### config.mk
export PLATFORM = sky130hd
export DESIGN_NAME = if_fetch_stage_flat
export DESIGN_NICKNAME = d
export VERILOG_FILES = /design/src/rtl/if_fetch_stage_if.sv /design/src/rtl/if_fetch_stage.sv /design/src/flat_wrapper.sv
export SDC_FILE = /design/constraint.sdc
export NUM_CORES = 1
export LEC_CHECK = 0
export CORE_UTILIZATION = 53
export DETAILED_ROUTE_END_ITERATION = 7
export GPL_TIMING_DRIVEN = 0
export PLACE_DENSITY_LB_ADDON = 0.1
export SYNTH_ARGS = -nofsm -noshare
export SYNTH_HDL_FRONTEND = slang
export SYNTH_SLANG_ARGS = --single-unit
### constraint.sdc
create_clock -name clk -period 6.8 [get_ports clk]
set_input_delay 1.36 -clock clk [delete_from_list [all_inputs] [get_ports clk]]
set_output_delay 1.36 -clock clk [all_outputs]
set_load 0.01 [all_outputs]
### src/rtl/if_fetch_stage_if.sv
// Instruction-memory bus between the IF stage (master) and imem (slave).
// imem_ack may be asserted combinationally in the same cycle as imem_req.
interface if_fetch_stage_if;
    logic        imem_req;
    logic [31:0] imem_addr;
    logic        imem_ack;
    logic [31:0] imem_rdata;

    modport master (
        output imem_req,
        output imem_addr,
        input  imem_ack,
        input  imem_rdata
    );

    modport slave (
        input  imem_req,
        input  imem_addr,
        output imem_ack,
        output imem_rdata
    );
endinterface

### src/rtl/if_fetch_stage.sv
// IF stage of the 5-stage RV32 pipeline: PC register, imem request/ack handshake
// and the IF/ID pipeline register. Tolerates variable imem latency and parks a
// returned instruction in a holding buffer while ID is stalled.
// Optional feature: define IF_PERF_CNT_EN to build the fetch/bubble counters;
// otherwise cnt_fetch and cnt_bubble are tied to zero.
module if_fetch_stage #(
    parameter logic [31:0] RESET_PC = 32'h0000_0000,
    parameter logic [31:0] NOP_INST = 32'h0000_0013
) (
    input  logic             clk,
    input  logic             rst,
    input  logic             PC_EN_IF,
    input  logic             reg_FD_EN,
    input  logic             reg_FD_stall,
    input  logic             reg_FD_flush,
    input  logic [31:0]      PC_branch_ID,
    if_fetch_stage_if.master imem,
    output logic [31:0]      PC_IF,
    output logic [31:0]      PC_ID,
    output logic [31:0]      inst_ID,
    output logic             valid_ID,
    output logic             fetch_busy,
    output logic [31:0]      cnt_fetch,
    output logic [31:0]      cnt_bubble
);

    typedef enum logic [1:0] {
        StFetch,
        StHold,
        StDiscard
    } state_e;

    state_e      state_q, state_d;
    logic [31:0] pc_q, pc_d;
    logic [31:0] buf_q, buf_d;
    logic [31:0] tgt_q, tgt_d;
    logic [31:0] pc_id_q;
    logic [31:0] inst_id_q;
    logic        valid_id_q;

    logic        req;
    logic        wr_en;
    logic        flush_eff;
    logic        advance;
    logic        id_load;
    logic        id_bubble;
    logic [31:0] id_data;

    // A stalled or disabled IF/ID register swallows any flush.
    assign wr_en     = reg_FD_EN & ~reg_FD_stall;
    assign flush_eff = wr_en & reg_FD_flush;
    assign advance   = wr_en & PC_EN_IF;

    // Next-state, PC redirect and IF/ID load decisions.
    always_comb begin
        state_d   = state_q;
        pc_d      = pc_q;
        buf_d     = buf_q;
        tgt_d     = tgt_q;
        req       = 1'b0;
        id_load   = 1'b0;
        id_bubble = 1'b0;
        id_data   = imem.imem_rdata;

        unique case (state_q)
            StFetch: begin
                req = 1'b1;
                if (flush_eff) begin
                    id_bubble = 1'b1;
                    if (imem.imem_ack) begin
                        pc_d = PC_branch_ID;
                    end else begin
                        // Request in flight: let it finish, redirect afterwards.
                        tgt_d   = PC_branch_ID;
                        state_d = StDiscard;
                    end
                end else if (imem.imem_ack) begin
                    if (advance) begin
                        id_load = 1'b1;
                        pc_d    = pc_q + 32'd4;
                    end else begin
                        buf_d   = imem.imem_rdata;
                        state_d = StHold;
                    end
                end else if (advance) begin
                    id_bubble = 1'b1;
                end
            end
            StHold: begin
                id_data = buf_q;
                if (flush_eff) begin
                    id_bubble = 1'b1;
                    pc_d      = PC_branch_ID;
                    state_d   = StFetch;
                end else if (advance) begin
                    id_load = 1'b1;
                    pc_d    = pc_q + 32'd4;
                    state_d = StFetch;
                end
            end
            StDiscard: begin
                req = 1'b1;
                if (flush_eff) begin
                    id_bubble = 1'b1;
                    if (imem.imem_ack) begin
                        pc_d    = PC_branch_ID;
                        state_d = StFetch;
                    end else begin
                        tgt_d = PC_branch_ID;
                    end
                end else begin
                    if (advance) begin
                        id_bubble = 1'b1;
                    end
                    // Completing the stale request always redirects, so the
                    // dropped address is never re-fetched.
                    if (imem.imem_ack) begin
                        pc_d    = tgt_q;
                        state_d = StFetch;
                    end
                end
            end
            default: begin
                state_d = StFetch;
            end
        endcase
    end

    // FSM, PC, holding buffer and redirect target registers.
    always_ff @(posedge clk) begin
        if (rst) begin
            state_q <= StFetch;
            pc_q    <= RESET_PC;
            buf_q   <= 32'h0;
            tgt_q   <= 32'h0;
        end else begin
            state_q <= state_d;
            pc_q    <= pc_d;
            buf_q   <= buf_d;
            tgt_q   <= tgt_d;
        end
    end

    // IF/ID pipeline register; a bubble keeps PC_ID and clears valid.
    always_ff @(posedge clk) begin
        if (rst) begin
            pc_id_q    <= 32'h0;
            inst_id_q  <= NOP_INST;
            valid_id_q <= 1'b0;
        end else if (id_load) begin
            pc_id_q    <= pc_q;
            inst_id_q  <= id_data;
            valid_id_q <= 1'b1;
        end else if (id_bubble) begin
            inst_id_q  <= NOP_INST;
            valid_id_q <= 1'b0;
        end
    end

`ifdef IF_PERF_CNT_EN
    logic [31:0] cnt_fetch_q;
    logic [31:0] cnt_bubble_q;

    // Performance counters; loads already require reg_FD_EN so they freeze with it.
    always_ff @(posedge clk) begin
        if (rst) begin
            cnt_fetch_q  <= 32'h0;
            cnt_bubble_q <= 32'h0;
        end else begin
            if (id_load) begin
                cnt_fetch_q <= cnt_fetch_q + 32'd1;
            end
            if (id_bubble) begin
                cnt_bubble_q <= cnt_bubble_q + 32'd1;
            end
        end
    end

    assign cnt_fetch  = cnt_fetch_q;
    assign cnt_bubble = cnt_bubble_q;
`else
    assign cnt_fetch  = 32'h0;
    assign cnt_bubble = 32'h0;
`endif

    // No request leaves the stage during a reset cycle.
    assign imem.imem_req  = req & ~rst;
    assign imem.imem_addr = {pc_q[31:2], 2'b00};
    assign fetch_busy     = req & ~rst & ~imem.imem_ack;

    assign PC_IF    = pc_q;
    assign PC_ID    = pc_id_q;
    assign inst_ID  = inst_id_q;
    assign valid_ID = valid_id_q;

endmodule

### src/flat_wrapper.sv
// flat-port wrapper written by rule: the top's interface ports become plain ports
module if_fetch_stage_flat 
#(
    parameter logic [31:0] RESET_PC = 32'h0000_0000,
    parameter logic [31:0] NOP_INST = 32'h0000_0013
)
  (clk, rst, PC_EN_IF, reg_FD_EN, reg_FD_stall, reg_FD_flush, PC_branch_ID, PC_IF, PC_ID, inst_ID, valid_ID, fetch_busy, cnt_fetch, cnt_bubble, imem_imem_req, imem_imem_addr, imem_imem_ack, imem_imem_rdata);
  if_fetch_stage_if imem_i ();
  input  logic clk;
  input  logic rst;
  input  logic PC_EN_IF;
  input  logic reg_FD_EN;
  input  logic reg_FD_stall;
  input  logic reg_FD_flush;
  input  logic [31:0] PC_branch_ID;
  output logic [31:0] PC_IF;
  output logic [31:0] PC_ID;
  output logic [31:0] inst_ID;
  output logic valid_ID;
  output logic fetch_busy;
  output logic [31:0] cnt_fetch;
  output logic [31:0] cnt_bubble;
  output wire logic [$bits(imem_i.imem_req)-1:0] imem_imem_req;
  output wire logic [$bits(imem_i.imem_addr)-1:0] imem_imem_addr;
  input wire logic [$bits(imem_i.imem_ack)-1:0] imem_imem_ack;
  input wire logic [$bits(imem_i.imem_rdata)-1:0] imem_imem_rdata;
  assign imem_imem_req = imem_i.imem_req;
  assign imem_imem_addr = imem_i.imem_addr;
  assign imem_i.imem_ack = imem_imem_ack;
  assign imem_i.imem_rdata = imem_imem_rdata;
  if_fetch_stage #(.RESET_PC(RESET_PC), .NOP_INST(NOP_INST)) u_core (.clk(clk), .rst(rst), .PC_EN_IF(PC_EN_IF), .reg_FD_EN(reg_FD_EN), .reg_FD_stall(reg_FD_stall), .reg_FD_flush(reg_FD_flush), .PC_branch_ID(PC_branch_ID), .imem(imem_i), .PC_IF(PC_IF), .PC_ID(PC_ID), .inst_ID(inst_ID), .valid_ID(valid_ID), .fetch_busy(fetch_busy), .cnt_fetch(cnt_fetch), .cnt_bubble(cnt_bubble));
endmodule
==> Word-level counts from Yosys, hierarchy flattened <==
Index checks and enable logic that the tools add are counted.
{ "totals": {"register_bits": 163, "input_bits": 71, "out_inout_bits": 195, "elab_cells": 66} }
{ "classes": {"n_addsub": 1, "eq_ne": 8, "muxes": 32, "n_bitwise": 10, "reduce_logical": 8} }
{ "ops": {"columns": ["cell", "count"], "rows": [
  ["$mux 32", 10],
  ["$pmux 32 s3", 1],
  ["$add 32x3->32 const B", 1],
  ["$mux 2", 7],
  ["$mux 1", 11],
  ["$ne 3x2->1 const B", 3],
  ["$pmux 2 s3", 1],
  ["$reduce_and 3->1", 2],
  ["$and 1x1->1", 5],
  ["$not 1->1", 5],
  ["$reduce_and 5->1", 1],
  ["$reduce_and 4->1", 1],
  ["$ne 3x1->1 const B", 1],
  ["$ne 3x3->1 const B", 1],
  ["$pmux 1 s3", 1],
  ["$reduce_bool 3->1", 1],
  ["$eq 2x1->1 const B", 1],
  ["$eq 2x2->1 const B", 1],
  ["$logic_not 2->1", 1],
  ["$ne 2x2->1 const B", 1],
  ["$pmux 1 s2", 1],
  ["$reduce_bool 2->1", 1],
  ["$reduce_or 2->1", 1]
]} }

==> Longest topological paths before layout <==
Gate-level depths: netlist (run 1).
{ "logic_depth": {"ltp_word": 9, "depth_mapped": 11, "ltp_nobuf": 8} }

==> Worst setup path after synthesis (run 1) <==
No wires, ideal clock.
{ "synth_timing": {"path_type": "input -> output", "startpoint": "in rst", "endpoint": "out fetch_busy", "arrival_time_ns": 2.284, "required_ns": 5.440, "slack_ns": 3.156, "stages": 4, "path_buffers": 3, "path_cell_list": "clkbuf_1 > clkbuf_1 > clkbuf_1 > nor2_1"} }
{ "synth_between": {"elab_chain_cells": 3} }
{ "synth_rtl": {"columns": ["item", "line_no", "text"], "rows": [
  ["start, declared", "flat_wrapper.sv:10", "input logic rst;"],
  ["$not 1->1", "if_fetch_stage.sv:189", "assign fetch_busy = req & ~rst & ~imem.imem_ack;"],
  ["$and 1x1->1 (2 in series)", "if_fetch_stage.sv:189", null],
  ["end, declared", "flat_wrapper.sv:20", "output logic fetch_busy;"]
]} }
Every way passes these cells.

==> Worst setup path in the final report (run 1) <==
Same ends and word-level chain as after synthesis.

==> results.ini, run 1 <==
[run_status]
status = complete, but fails checks
failed_checks = DRC

[worst_setup_path]
worstRegToRegCells = 9
reg2reg_from = u_core.state_q[1]
slowest_stage = clkbuf_1
r2r_setup_slack_ps = 3270
path_depth = 6
path_delay_family = buffers and inverters
path_buf_inv = 5
arrival_ps = 4210
worst_path_most_repeated_cell = clkbuf_1
path_cells = clkdlybuf4s50_1, clkbuf_1, clkbuf_1, clkbuf_1, nor2_1, clkdlybuf4s50_1
crit_required_ps = 5440
slowest_delay_ps = 760
regToRegEndpoint = u_core.PC_IF[18]
crit_fanout = 10
critical_path_class = input pin to output port
critical_path.endpoint_type = output port
start_kind = input pin

[global_routing]
grt.total_usage = 0.381
grt_pass1_vias = 9729
grt_remaining_overflow = 0
grt_max_degree = 17
grt_pass1_wl_um = 52900
antenna_found_initial = 0

[min_path]
whs_path_depth = 2
whs_endpoint = u_core.PC_ID[15]
min_from = u_core.PC_ID[15]
hold_path.class = flip-flop to flip-flop

[power_and_ir_drop]
seq_power_share = 0.374
clkPwrFrac = 0.352
intPower_mw = 1.87
switching_power_mw = 0.947
vdd_drop_max_uv = 243
pwr-share-comb = 0.274
static-leakage-power_nw = 4.71
p_per_area_nw_per_um2 = 225
switching_share = 0.336
report.power.total_mw = 2.82

[synth]
synthCells = 1277
synth_area_per_cell_sq_um = 7.37
netlist_area_sq_um = 9410
yosys.area.top_type = dfxtp_1
yosys-top-cells-area = dfxtp_1, nand2_1, a21oi_1
synth.top_cell.area_share = 0.347
synth_ff_type = dfxtp_1
ys_seq_elements = 163
synthArstFlopShare = 0
synth_edf_count = 0
yosys_warnings = 0
synth_cell_types = 73
yosysSeqAreaShare = 0.347

[drt]
wl_per_cell_um = 19.9
drt-met1-wl_um = 13100
post-route-drc-count = 2
top_layer = met4
via_per_inst = 5.91
drt_iter0_markers = 1222
met3_length_um = 4190
first_pass_iters = 8
met2WireLength_um = 16600
route.vias.total = 10621
ant_nets = 0
finalWirelength_um = 35700

[clock_network]
ctsResizeCount = 0
clock-root-buffer = clkbuf_16
cts_buffers = 17
cts_hold_buffers = 0
clock-sinks = 163
cts_setup_buffers = 0
clk_path_buf_depth = 2
cts_htree_levels = 4
insertion_delay_ps = 450
cts_tree = built
cts.clk_slew.worst_paths_ps = 60

[floorplan]
pin_count = 266
die_h_um = 135
placementRows = 48
initial_core_util = 0.544
core_sq_um = 17300
die_x_um = 135
die_area_sq_um = 18300

[timing]
hold_viol_final = 0
tightest_slew_ps = 1130
slew_viol_final = 0
relSlewSlack = 0.244
fin_crit_ps = 5570
setup_viol = 0
clock.fmax_ghz = 0.180
period_share = 0.819
final.setup.worst_slack_ps = 1230
clock_skew_ps = 11.9
rsz0062_at_grt = false
tns_ps = 0

[cells_and_area]
area_growth_pct = 33.1
layout_common_cells = nand2_1, clkdlybuf4s50_1, dfxtp_1
layout_commonest_cell = nand2_1
diodes = 0
final_core_util = 0.724
nets = 1636
final_cells = 1798
layout-drive-gt1-share = 0.106

[placed_design]
port_buffers = 199
place.gp.congestion = 0.986
pre_cts_ws_ps = 1310
dp_hpwl_um = 25600
dp.cells = 1766

[flow_run]
maxCapViolCount = 0

[cells in the mapped netlist (5+ instances only)]
cell / count
a31oi_1: 39
mux2i_1: 65
a21oi_1: 149
nor3_1: 19
nor2_1: 118
or2_2: 5
clkbuf_1: 78
nand2_1: 247
xnor2_1: 7
o22ai_1: 8
buf_2: 22
o21ai_0: 40
o211ai_1: 13
nor4_1: 7
ha_1: 5
nand3_1: 32
and3_1: 6
buf_4: 96
and2_1: 6
dfxtp_1: 163
a211oi_1: 10
a22oi_1: 7
nand4_1: 14
a21o_1: 6
or3_1: 6
inv_1: 11
buf_1: 9
[metal layers]
metal | track usage | up-vias
li1 | - | 4857
met4 | 0.216 | 0
met2 | 0.630 | 741
met5 | 0 | -
met1 | 0.441 | 4871
met3 | 0.106 | 152
[power by group through the flow]
stage               clock [mW]  combinational (mW)  sequential, mW
finish                   0.992               0.772            1.05
global route              1.02               0.813            1.06
CTS                      0.986               0.748            1.05
detailed placement           0               0.744            1.07
global placement             0               0.735            1.07
floorplan                    0               0.435            1.07
[kinds of logic (layout without fill, tap and decap cells)]
kind of cell | Yosys count | count (layout) | share of synthesized area
other | 1 | 66 | 0.000398
multiplexers | 68 | 68 | 0.0727
flip-flops | 163 | 163 | 0.347
adder cells (fa/ha/maj) | 5 | 5 | 0.00665
buffers and inverters | 216 | 447 | 0.127
XOR/XNOR | 8 | 8 | 0.00744
AND/OR/NAND/NOR | 492 | 492 | 0.231
AO/OA/AOI/OAI | 324 | 324 | 0.208
[worst reg2reg max path, delay by kind of cell (launching register included)]
family	cells	cell delay (ps)
and+or+nand+nor	1	280
adders and majority gates	1	180
AOI/OAI and AO/OA	3	1610
buffers and inverters	4	940
DFF	1	390
[stage by stage]
stage	instance area (sq um)	hold slack [ps]
2_1_floorplan	9660	433
3_3_place_gp	11900	441
3_5_place_dp	11900	446
4_1_cts	12500	456
5_1_grt	12500	469
6_report	12500	452
[flip-flops by register name, summed over array words and instances, names as in the netlist]
register,count
u_core.inst_ID,32
u_core.state_q,2
u_core.PC_ID,32
u_core.buf_q,32
u_core.PC_IF,32
u_core.tgt_q,32
u_core.valid_ID,1
[area by class of cell]
type	instances	area [sq um]
Tap cell	225	282
Multi-Input combinational cell	963	5200
Sequential cell	163	3260
Buffer	205	1160
Clock inverter	12	139
Clock buffer	20	457
Fill cell	1373	4770
Inverter	11	41.3
Timing Repair Buffer	199	1990
[how the worst max path moves through the flow]
stage / start / to / slack (ps)
after floorplan: rst / fetch_busy / 3160
after global placement: rst / fetch_busy / 1340
after detailed placement: rst / fetch_busy / 1310
after CTS: rst / fetch_busy / 1310
after global routing: rst / fetch_busy / 1120
final: rst / fetch_busy / 1230
No activity file was read; power rests on OpenSTA's default activity.
==> inputs of run 2 (changes only) <==
--- a/config.mk
+++ b/config.mk
@@ -5,7 +5,7 @@
 export SDC_FILE = /design/constraint.sdc
 export NUM_CORES = 1
 export LEC_CHECK = 0
-export CORE_UTILIZATION = 53
+export CORE_UTILIZATION = 49
 export DETAILED_ROUTE_END_ITERATION = 7
 export GPL_TIMING_DRIVEN = 0
 export PLACE_DENSITY_LB_ADDON = 0.1
==> constraint.sdc (replaced) <==
create_clock -name clk -period 5.7 [get_ports clk]
set_input_delay 1.14 -clock clk [delete_from_list [all_inputs] [get_ports clk]]
set_output_delay 1.14 -clock clk [all_outputs]
set_load 0.01 [all_outputs]
==> run 2 against run 1 <==
- the run now ends clean
- cell count up 0.50%
- critical path depth stayed put
- clock skew up 1.5 ps
- sequential power grew 20%
- total power up 20%
- critical path type unchanged
- highest routed layer unchanged
==> results.ini, run 2 (synthesized netlist as in run 1, its figures left out) <==
[drt]
via_per_inst = 5.68
first_pass_iters = 6
wl_per_cell_um = 19.3
top_layer = met4
met3_length_um = 3660
ant_nets = 0
drt_iter0_markers = 1078
post-route-drc-count = 0
route.vias.total = 10264
finalWirelength_um = 34800
drt-met1-wl_um = 13400
met2WireLength_um = 16300

[worst_setup_path]
start_kind = input pin
critical_path_class = input pin to output port
path_buf_inv = 5
crit_fanout = 10
arrival_ps = 4060
reg2reg_from = u_core.state_q[0]
slowest_delay_ps = 740
path_cells = clkdlybuf4s50_1, clkbuf_1, clkbuf_1, clkbuf_1, nor2_1, clkdlybuf4s50_1
crit_required_ps = 4560
worst_path_most_repeated_cell = clkbuf_1
path_delay_family = buffers and inverters
r2r_setup_slack_ps = 2330
slowest_stage = clkbuf_1
startpoint = rst
critical_path.endpoint_type = output port

[cells_and_area]
layout_commonest_cell = nand2_1
area_growth_pct = 33.4
final_cells = 1807
nets = 1636
layout_common_cells = nand2_1, clkdlybuf4s50_1, dfxtp_1
final_area_sq_um = 12600
diodes = 0
layout-drive-gt1-share = 0.107

[clock_network]
clk_path_buf_depth = 2
ctsResizeCount = 0
cts_setup_buffers = 0
clock-root-buffer = clkbuf_16
cts_tree = built
insertion_delay_ps = 450
cts_buffers = 17
clock-sinks = 163
cts_htree_levels = 4
cts.clk_slew.worst_paths_ps = 70
cts_hold_buffers = 0

[global_routing]
grt_max_degree = 19
grt_pass1_vias = 9598
antenna_found_initial = 0
grt_remaining_overflow = 0
grt.total_usage = 0.351
grt_pass1_wl_um = 53300

[placed_design]
dp_hpwl_um = 25300
pre_cts_ws_ps = 539
dp.cells = 1775
detailed_place.area_sq_um = 11900
place.gp.congestion = 0.997
port_buffers = 199

[flow_run]
maxCapViolCount = 0

[floorplan]
die_x_um = 141
initial_core_util = 0.502
die_h_um = 141
core_sq_um = 18800
pin_count = 266
die_area_sq_um = 19800
placementRows = 50

[timing]
clock.fmax_ghz = 0.192
tightest_slew_ps = 952
relSlewSlack = 0.364
hold_ws_ps = 453
slew_viol_final = 0
final.setup.worst_slack_ps = 496
fin_crit_ps = 5200
clock_skew_ps = 13.4
setup_viol = 0
rsz0062_at_grt = false
tns_ps = 0
period_share = 0.913
hold_viol_final = 0

[power_and_ir_drop]
vdd_drop_max_uv = 212
static-leakage-power_nw = 4.71
p_per_area_nw_per_um2 = 268

[min_path]
hold_path.class = flip-flop to flip-flop
min_from = u_core.PC_ID[12]

[run_status]
status = complete, no violations

## run 2: cell count changes in the layout (fill, tap and decap cells not counted), sizes merged
| cell | previous run | this run |
|---|---|---|
| clkbuf | 98 | 95 |
| clkinv | 5 | 4 |
| clkinvlp | 0 | 3 |
| inv | 17 | 18 |
## run 2: worst paths after layout
kind,endpoint,depth (start not counted)
worst max-delay path,fetch_busy,6
worst min-delay path,u_core.PC_ID[12],2
worst max register to register,u_core.PC_IF[22],10
worst min register to register,u_core.PC_ID[12],2
## run 2: metal layers
layer / up-vias / GRT usage
met5: - / 0
met4: 0 / 0.168
met3: 114 / 0.0846
met2: 582 / 0.584
met1: 4704 / 0.427
li1: 4864 / -
## run 2: power breakdown
part / switching (mW) / internal (mW) / total (mW)
logic: 0.521 / 0.389 / 0.910
clock network: 0.571 / 0.631 / 1.20
registers: 0.0582 / 1.20 / 1.26
total: 1.15 / 2.22 / 3.37
## run 2: through the flow
| step | utilization | total power [mW] |
|---|---|---|
| after floorplan | - | 1.80 |
| after global placement | 0.636 | 2.16 |
| after detailed placement | 0.636 | 2.17 |
| after CTS | 0.669 | 3.36 |
| after global routing | 0.669 | 3.49 |
| final | 0.669 | 3.37 |
## run 2: cell type report
type / count / area [sq um]
clock inverters: 15 / 186
repair buffers: 199 / 1990
plain buffers: 205 / 1160
inverters: 11 / 41.3
fillers: 1679 / 6210
flip-flops and latches: 163 / 3260
well taps: 234 / 293
clock buffers: 17 / 425
multi-input cells: 963 / 5200
## run 2: worst reg2reg max path: stages, from the launching register on
cell	delay, ps
dfxtp_1	380
inv_1	80
ha_1	310
clkbuf_1	450
inv_1	260
nor2_1	480
clkbuf_1	630
a21oi_1	160
o22ai_1	190
nor2_1	60
a211oi_1	260
==> inputs of run 3 (changes only) <==
--- a/config.mk
+++ b/config.mk
@@ -5,6 +5,7 @@
 export SDC_FILE = /design/constraint.sdc
 export NUM_CORES = 1
 export LEC_CHECK = 0
+export CORE_ASPECT_RATIO = 0.5
 export CORE_UTILIZATION = 49
 export DETAILED_ROUTE_END_ITERATION = 7
 export GPL_TIMING_DRIVEN = 0
==> constraint.sdc (replaced) <==
create_clock -name clk -period 5.7 [get_ports clk]
set_input_delay 0.57 -clock clk [delete_from_list [all_inputs] [get_ports clk]]
set_output_delay 0.57 -clock clk [all_outputs]
set_load 0.01 [all_outputs]
==> run 3 against run 2 <==
- utilization up 0.79 points
- critical path depth unchanged
- via count up 5.5%
- clock power up 4%
- global-route usage up 3.6 points
- hold slack about the same
- clock skew down 1.8 ps
- setup slack better by 1000 ps
- maximum frequency up 24%
- first-iteration DRC count up 19%
==> results.ini, run 3 (synthesized netlist as in run 1, its figures left out) <==
[cells_and_area]
layout-drive-gt1-share = 0.106
layout_common_cells = nand2_1, clkdlybuf4s50_1, dfxtp_1
nets = 1636
area_growth_pct = 33.8
layout_commonest_cell = nand2_1
multi_input_area_sq_um = 5200
seq_area_sq_um = 3260
final_core_util = 0.677
diodes = 0
fillers = 1594

[worst_setup_path]
arrival_ps = 3640
start_kind = input pin
regToRegEndpoint = u_core.PC_IF[28]
startpoint = rst
reg2reg_from = u_core.state_q[0]
r2r_setup_slack_ps = 2030
crit_fanout = 10
crit_required_ps = 5130
critical_path_class = input pin to output port
crit_end = fetch_busy
worstRegToRegCells = 10
critical_path.endpoint_type = output port

[placed_design]
pre_cts_ws_ps = 1610
port_buffers = 199
place.gp.congestion = 1.02
dp_hpwl_um = 28000

[clock_network]
cts_hold_buffers = 0
ctsResizeCount = 0
clock-sinks = 163
cts_setup_buffers = 0
clock-root-buffer = clkbuf_16
cts_tree = built
cts_buffers = 17
insertion_delay_ps = 440
clk_path_buf_depth = 2
cts_htree_levels = 4
cts.clk_slew.worst_paths_ps = 60

[floorplan]
die_h_um = 100
core_sq_um = 18600
initial_core_util = 0.506
placementRows = 35
pin_count = 266
die_area_sq_um = 19800
die_x_um = 198

[drt]
via_per_inst = 5.92
ant_nets = 0
first_pass_iters = 8
route.vias.total = 10833
wl_per_cell_um = 21.0
finalWirelength_um = 38500
post-route-drc-count = 0
drt_iter0_markers = 1280

[power_and_ir_drop]
switching_share = 0.334
switching_power_mw = 1.15
vdd_drop_max_uv = 212
clkPwrFrac = 0.362
p_per_area_nw_per_um2 = 273
intPower_mw = 2.29
static-leakage-power_nw = 4.73
pwr-share-comb = 0.271
seq_power_share = 0.367

[timing]
final.setup.worst_slack_ps = 1490
setup_viol = 0
rsz0062_at_grt = false
hold_ws_ps = 453
period_share = 0.738
relSlewSlack = 0.208
clock_skew_ps = 11.6
slew_viol_final = 0
clock.fmax_ghz = 0.238
fin_crit_ps = 4210
tightest_slew_ps = 1190
hold_viol_final = 0
tns_ps = 0

[min_path]
hold_path.class = flip-flop to flip-flop

[global_routing]
grt_pass1_wl_um = 57700
antenna_found_initial = 1
grt_remaining_overflow = 0
grt_max_degree = 17
grt.total_usage = 0.388
grt_pass1_vias = 10140

[flow_run]
maxCapViolCount = 0

[run_status]
status = complete, no violations

[run 3: cell types whose count changed in the layout (fill, tap and decap cells not counted), sizes merged]
cell / before / now
clkinvlp: 3 / 0
bufinv: 1 / 3
clkinv: 4 / 5
inv: 18 / 17
[run 3: worst min-delay path by stage]
stage / start / endpoint / depth (start not counted)
2_1_floorplan: u_core.tgt_q[28] / u_core.tgt_q[28] / 2
5_1_grt: u_core.PC_ID[3] / u_core.PC_ID[3] / 2
6_report: u_core.PC_ID[20] / u_core.PC_ID[20] / 2
3_3_place_gp: u_core.buf_q[1] / u_core.buf_q[1] / 2
3_5_place_dp: u_core.tgt_q[28] / u_core.tgt_q[28] / 2
4_1_cts: u_core.tgt_q[28] / u_core.tgt_q[28] / 2
[run 3: through the flow]
| stage | area [sq um] | total power [mW] | std cells |
|---|---|---|---|
| finish | 12600 | 3.44 | 1831 |
| global route | 12600 | 3.56 | 1831 |
| CTS | 12600 | 3.40 | 1831 |
| detailed placement | 12000 | 2.18 | 1800 |
| global placement | 12000 | 2.16 | 1800 |
| floorplan | 9660 | 1.80 | 1342 |
[run 3: power by group through the flow]
stage | Clock (mW) | Combinational (mW) | Sequential (mW)
finish | 1.25 | 0.933 | 1.26
floorplan | 0 | 0.519 | 1.28
detailed placement | 0 | 0.896 | 1.29
global placement | 0 | 0.879 | 1.28
CTS | 1.24 | 0.901 | 1.26
global route | 1.30 | 0.990 | 1.27
[run 3: final cells by class]
type	instances	area share
Timing Repair Buffer	199	0.158
Multi-Input combinational cell	963	0.412
Buffer	205	0.0919
Tap cell	259	0.0257
Clock inverter	14	0.0157
Inverter	11	0.00328
Clock buffer	17	0.0338
Sequential cell	163	0.259
[run 3: per-layer routing]
layer  track usage  wire [um]
met1         0.493      15500
met2         0.616      17000
met3         0.136       5070
met4         0.125        927
met5             0         12
[run 3: worst max-delay path, cell delays in order]
cell             delay, ps
clkdlybuf4s50_1        530
clkbuf_1               550
clkbuf_1               710
clkbuf_1               610
nor2_1                 150
clkdlybuf4s50_1        510
==> RTL change: new RTL, config.mk and constraints of run 1 <==
Build with the macro `IF_PERF_CNT_EN` defined.
--- a/src/rtl/if_fetch_stage.sv
+++ b/src/rtl/if_fetch_stage.sv
@@ -5,2 +5,4 @@
 // otherwise cnt_fetch and cnt_bubble are tied to zero.
+`define IF_PERF_CNT_EN
+
 module if_fetch_stage #(
Function: changed (Yosys sat finds a counterexample within 4 cycles, from zero or initial values and one cycle with rst high).
==> RTL change against run 1 <==
- power increased by 25%
- highest routed layer unchanged
- area after synthesis is 26% higher
- critical path depth did not move
- combinational power shrank 8.0%
- clock power is 41% higher
- cell area is 25% higher
- sequential cell count increased by 64
- wire length grew 27%
- critical endpoint unchanged
- register-to-register slack gained 0.12 ns
- worst setup slack got worse by 0.26 ns
- count of clock-buffer cells in the layout grew 16
- sequential share of layout area grew 3.0 points
- synthesized cell count rose by 22%
==> RTL change: results <==
# TYPE chip_impl_metric gauge
chip_impl_info{name="outcome",value="finished, final reports clean"} 1
chip_impl_metric{name="actual_transition_at_the_worst_max_transition_pin",unit="ns"} 1.05
chip_impl_metric{name="layout_fillers",unit=""} 1783
chip_impl_metric{name="synth_xor_xnor_area_share",unit=""} 0.0444
chip_impl_metric{name="wl_per_cell",unit="um"} 21.2
chip_impl_metric{name="n_antenna_cell",unit=""} 0
chip_impl_metric{name="leak_pwr",unit="nW"} 5.39
chip_impl_metric{name="grt_max_degree",unit=""} 13
chip_impl_metric{name="yosys.area_share.adder",unit=""} 0.00740
chip_impl_metric{name="grt_pass1_vias",unit=""} 12400
chip_impl_metric{name="synth-compound-area-share",unit=""} 0.191
chip_impl_metric{name="port_buffers",unit=""} 262
chip_impl_info{name="timing.critical_path.slowest_stage_cell",value="clkbuf_1"} 1
chip_impl_metric{name="firstDrtPassIters",unit=""} 6
chip_impl_metric{name="cts_inserted_buffers",unit=""} 25
chip_impl_metric{name="drc_violation_total_after_the_first_tritonroute_iteration",unit=""} 1405
chip_impl_metric{name="grt_pass1_wl",unit="um"} 68100
chip_impl_metric{name="yosys.cell_types.count",unit=""} 74
chip_impl_metric{name="postPlaceCellArea",unit="um^2"} 14800
chip_impl_metric{name="whs",unit="ns"} 0.453
chip_impl_metric{name="detailroute.via_count",unit=""} 13300
chip_impl_metric{name="finClkSkew",unit="ns"} 0.0299
chip_impl_metric{name="synthMuxAreaShare",unit=""} 0.0528
chip_impl_metric{name="sequential_fraction_of_the_synthesis_area",unit=""} 0.384
chip_impl_metric{name="detailed_place_hpwl",unit="um"} 32600
chip_impl_info{name="synth_top_cells_by_count",value="275 x nand2_1, 227 x dfxtp_1, 159 x a21oi_1, 152 x nor2_1, 91 x clkbuf_1"} 1
chip_impl_metric{name="groute.usage.overall",unit=""} 0.386
chip_impl_metric{name="regToRegSetupSlack",unit="ns"} 3.39
chip_impl_metric{name="clock_tree.buffer_depth",unit=""} 3
chip_impl_info{name="cell_types_with_the_largest_area_share_after_synthesis",value="dfxtp_1 38%, nand2_1 8.7%, a21oi_1 6.7%"} 1
chip_impl_metric{name="layout-drive-gt1-share",unit=""} 0.0580
chip_impl_metric{name="power.ir.vdd_worst",unit="mV"} 0.189
chip_impl_metric{name="num-nets-final",unit=""} 1925
chip_impl_metric{name="deepest_level_of_the_cts_h_tree",unit=""} 1
chip_impl_metric{name="gp_congestion",unit=""} 1.00
==> RTL change: power by group through the flow <==
stage          logic [mW]  registers, mW  clock network (mW)
2_1_floorplan       0.377           1.45                   0
5_1_grt             0.747           1.43                1.45
3_3_place_gp        0.677           1.45                   0
6_report            0.710           1.42                1.40
4_1_cts             0.687           1.42                1.40
3_5_place_dp        0.681           1.45                   0
==> RTL change: cells by family after synthesis <==
kind of cell               Yosys count
muxes                               62
and+or+nand+nor                    640
DFF                                227
AOI/OAI and AO/OA                  377
xor gates and xnor gates            60
other                                1
buffers and inverters              182
adders and majority gates            7
==> RTL change: path summary, 6_finish.rpt <==
check / startpoint / endpoint / cells after the start
worst max-delay path: rst / fetch_busy / 6
worst min-delay path: u_core.PC_ID[31] / u_core.PC_ID[31] / 2
worst max register to register: u_core.PC_IF[4] / u_core.PC_IF[29] / 7
worst min register to register: u_core.PC_ID[31] / u_core.PC_ID[31] / 2
==> RTL change: metal layers <==
metal  vias to the layer above  routed length [um]  part of all wire  GRT usage
li1                       6013                   -                 -          -
met1                      6267               18000              0.40      0.511
met2                       842               19900              0.44      0.597
met3                       183                5290              0.12     0.0801
met4                         0                2230             0.049      0.184
met5                         -                   0                 0          0
==> RTL change: final cells by class <==
cell class,count,area (um^2),share of cell area
multi-input cells,1148,6450,0.412
flip-flops and latches,227,4540,0.290
repair buffers,263,2630,0.168
plain buffers,160,757,0.0484
clock buffers,36,717,0.0458
well taps,280,350,0.0224
clock inverters,7,114,0.00728
inverters,22,82.6,0.00528
==> RTL change: metrics by stage <==
| step | setup WS [ns] | cells |
|---|---|---|
| 4_1_cts | 1.12 | 2143 |
| 3_5_place_dp | 1.13 | 2100 |
| 3_3_place_gp | 1.12 | 2099 |
| 2_1_floorplan | 3.14 | 1557 |
| 5_1_grt | 1.01 | 2143 |
| 6_report | 0.970 | 2143 |
==> RTL change: tightest hold or removal path, delay by kind of cell (launching register included) <==
family | cells | cell delay (ns)
AOI/OAI and AO/OA | 1 | 0.05
and+or+nand+nor | 1 | 0.05
DFF | 1 | 0.31
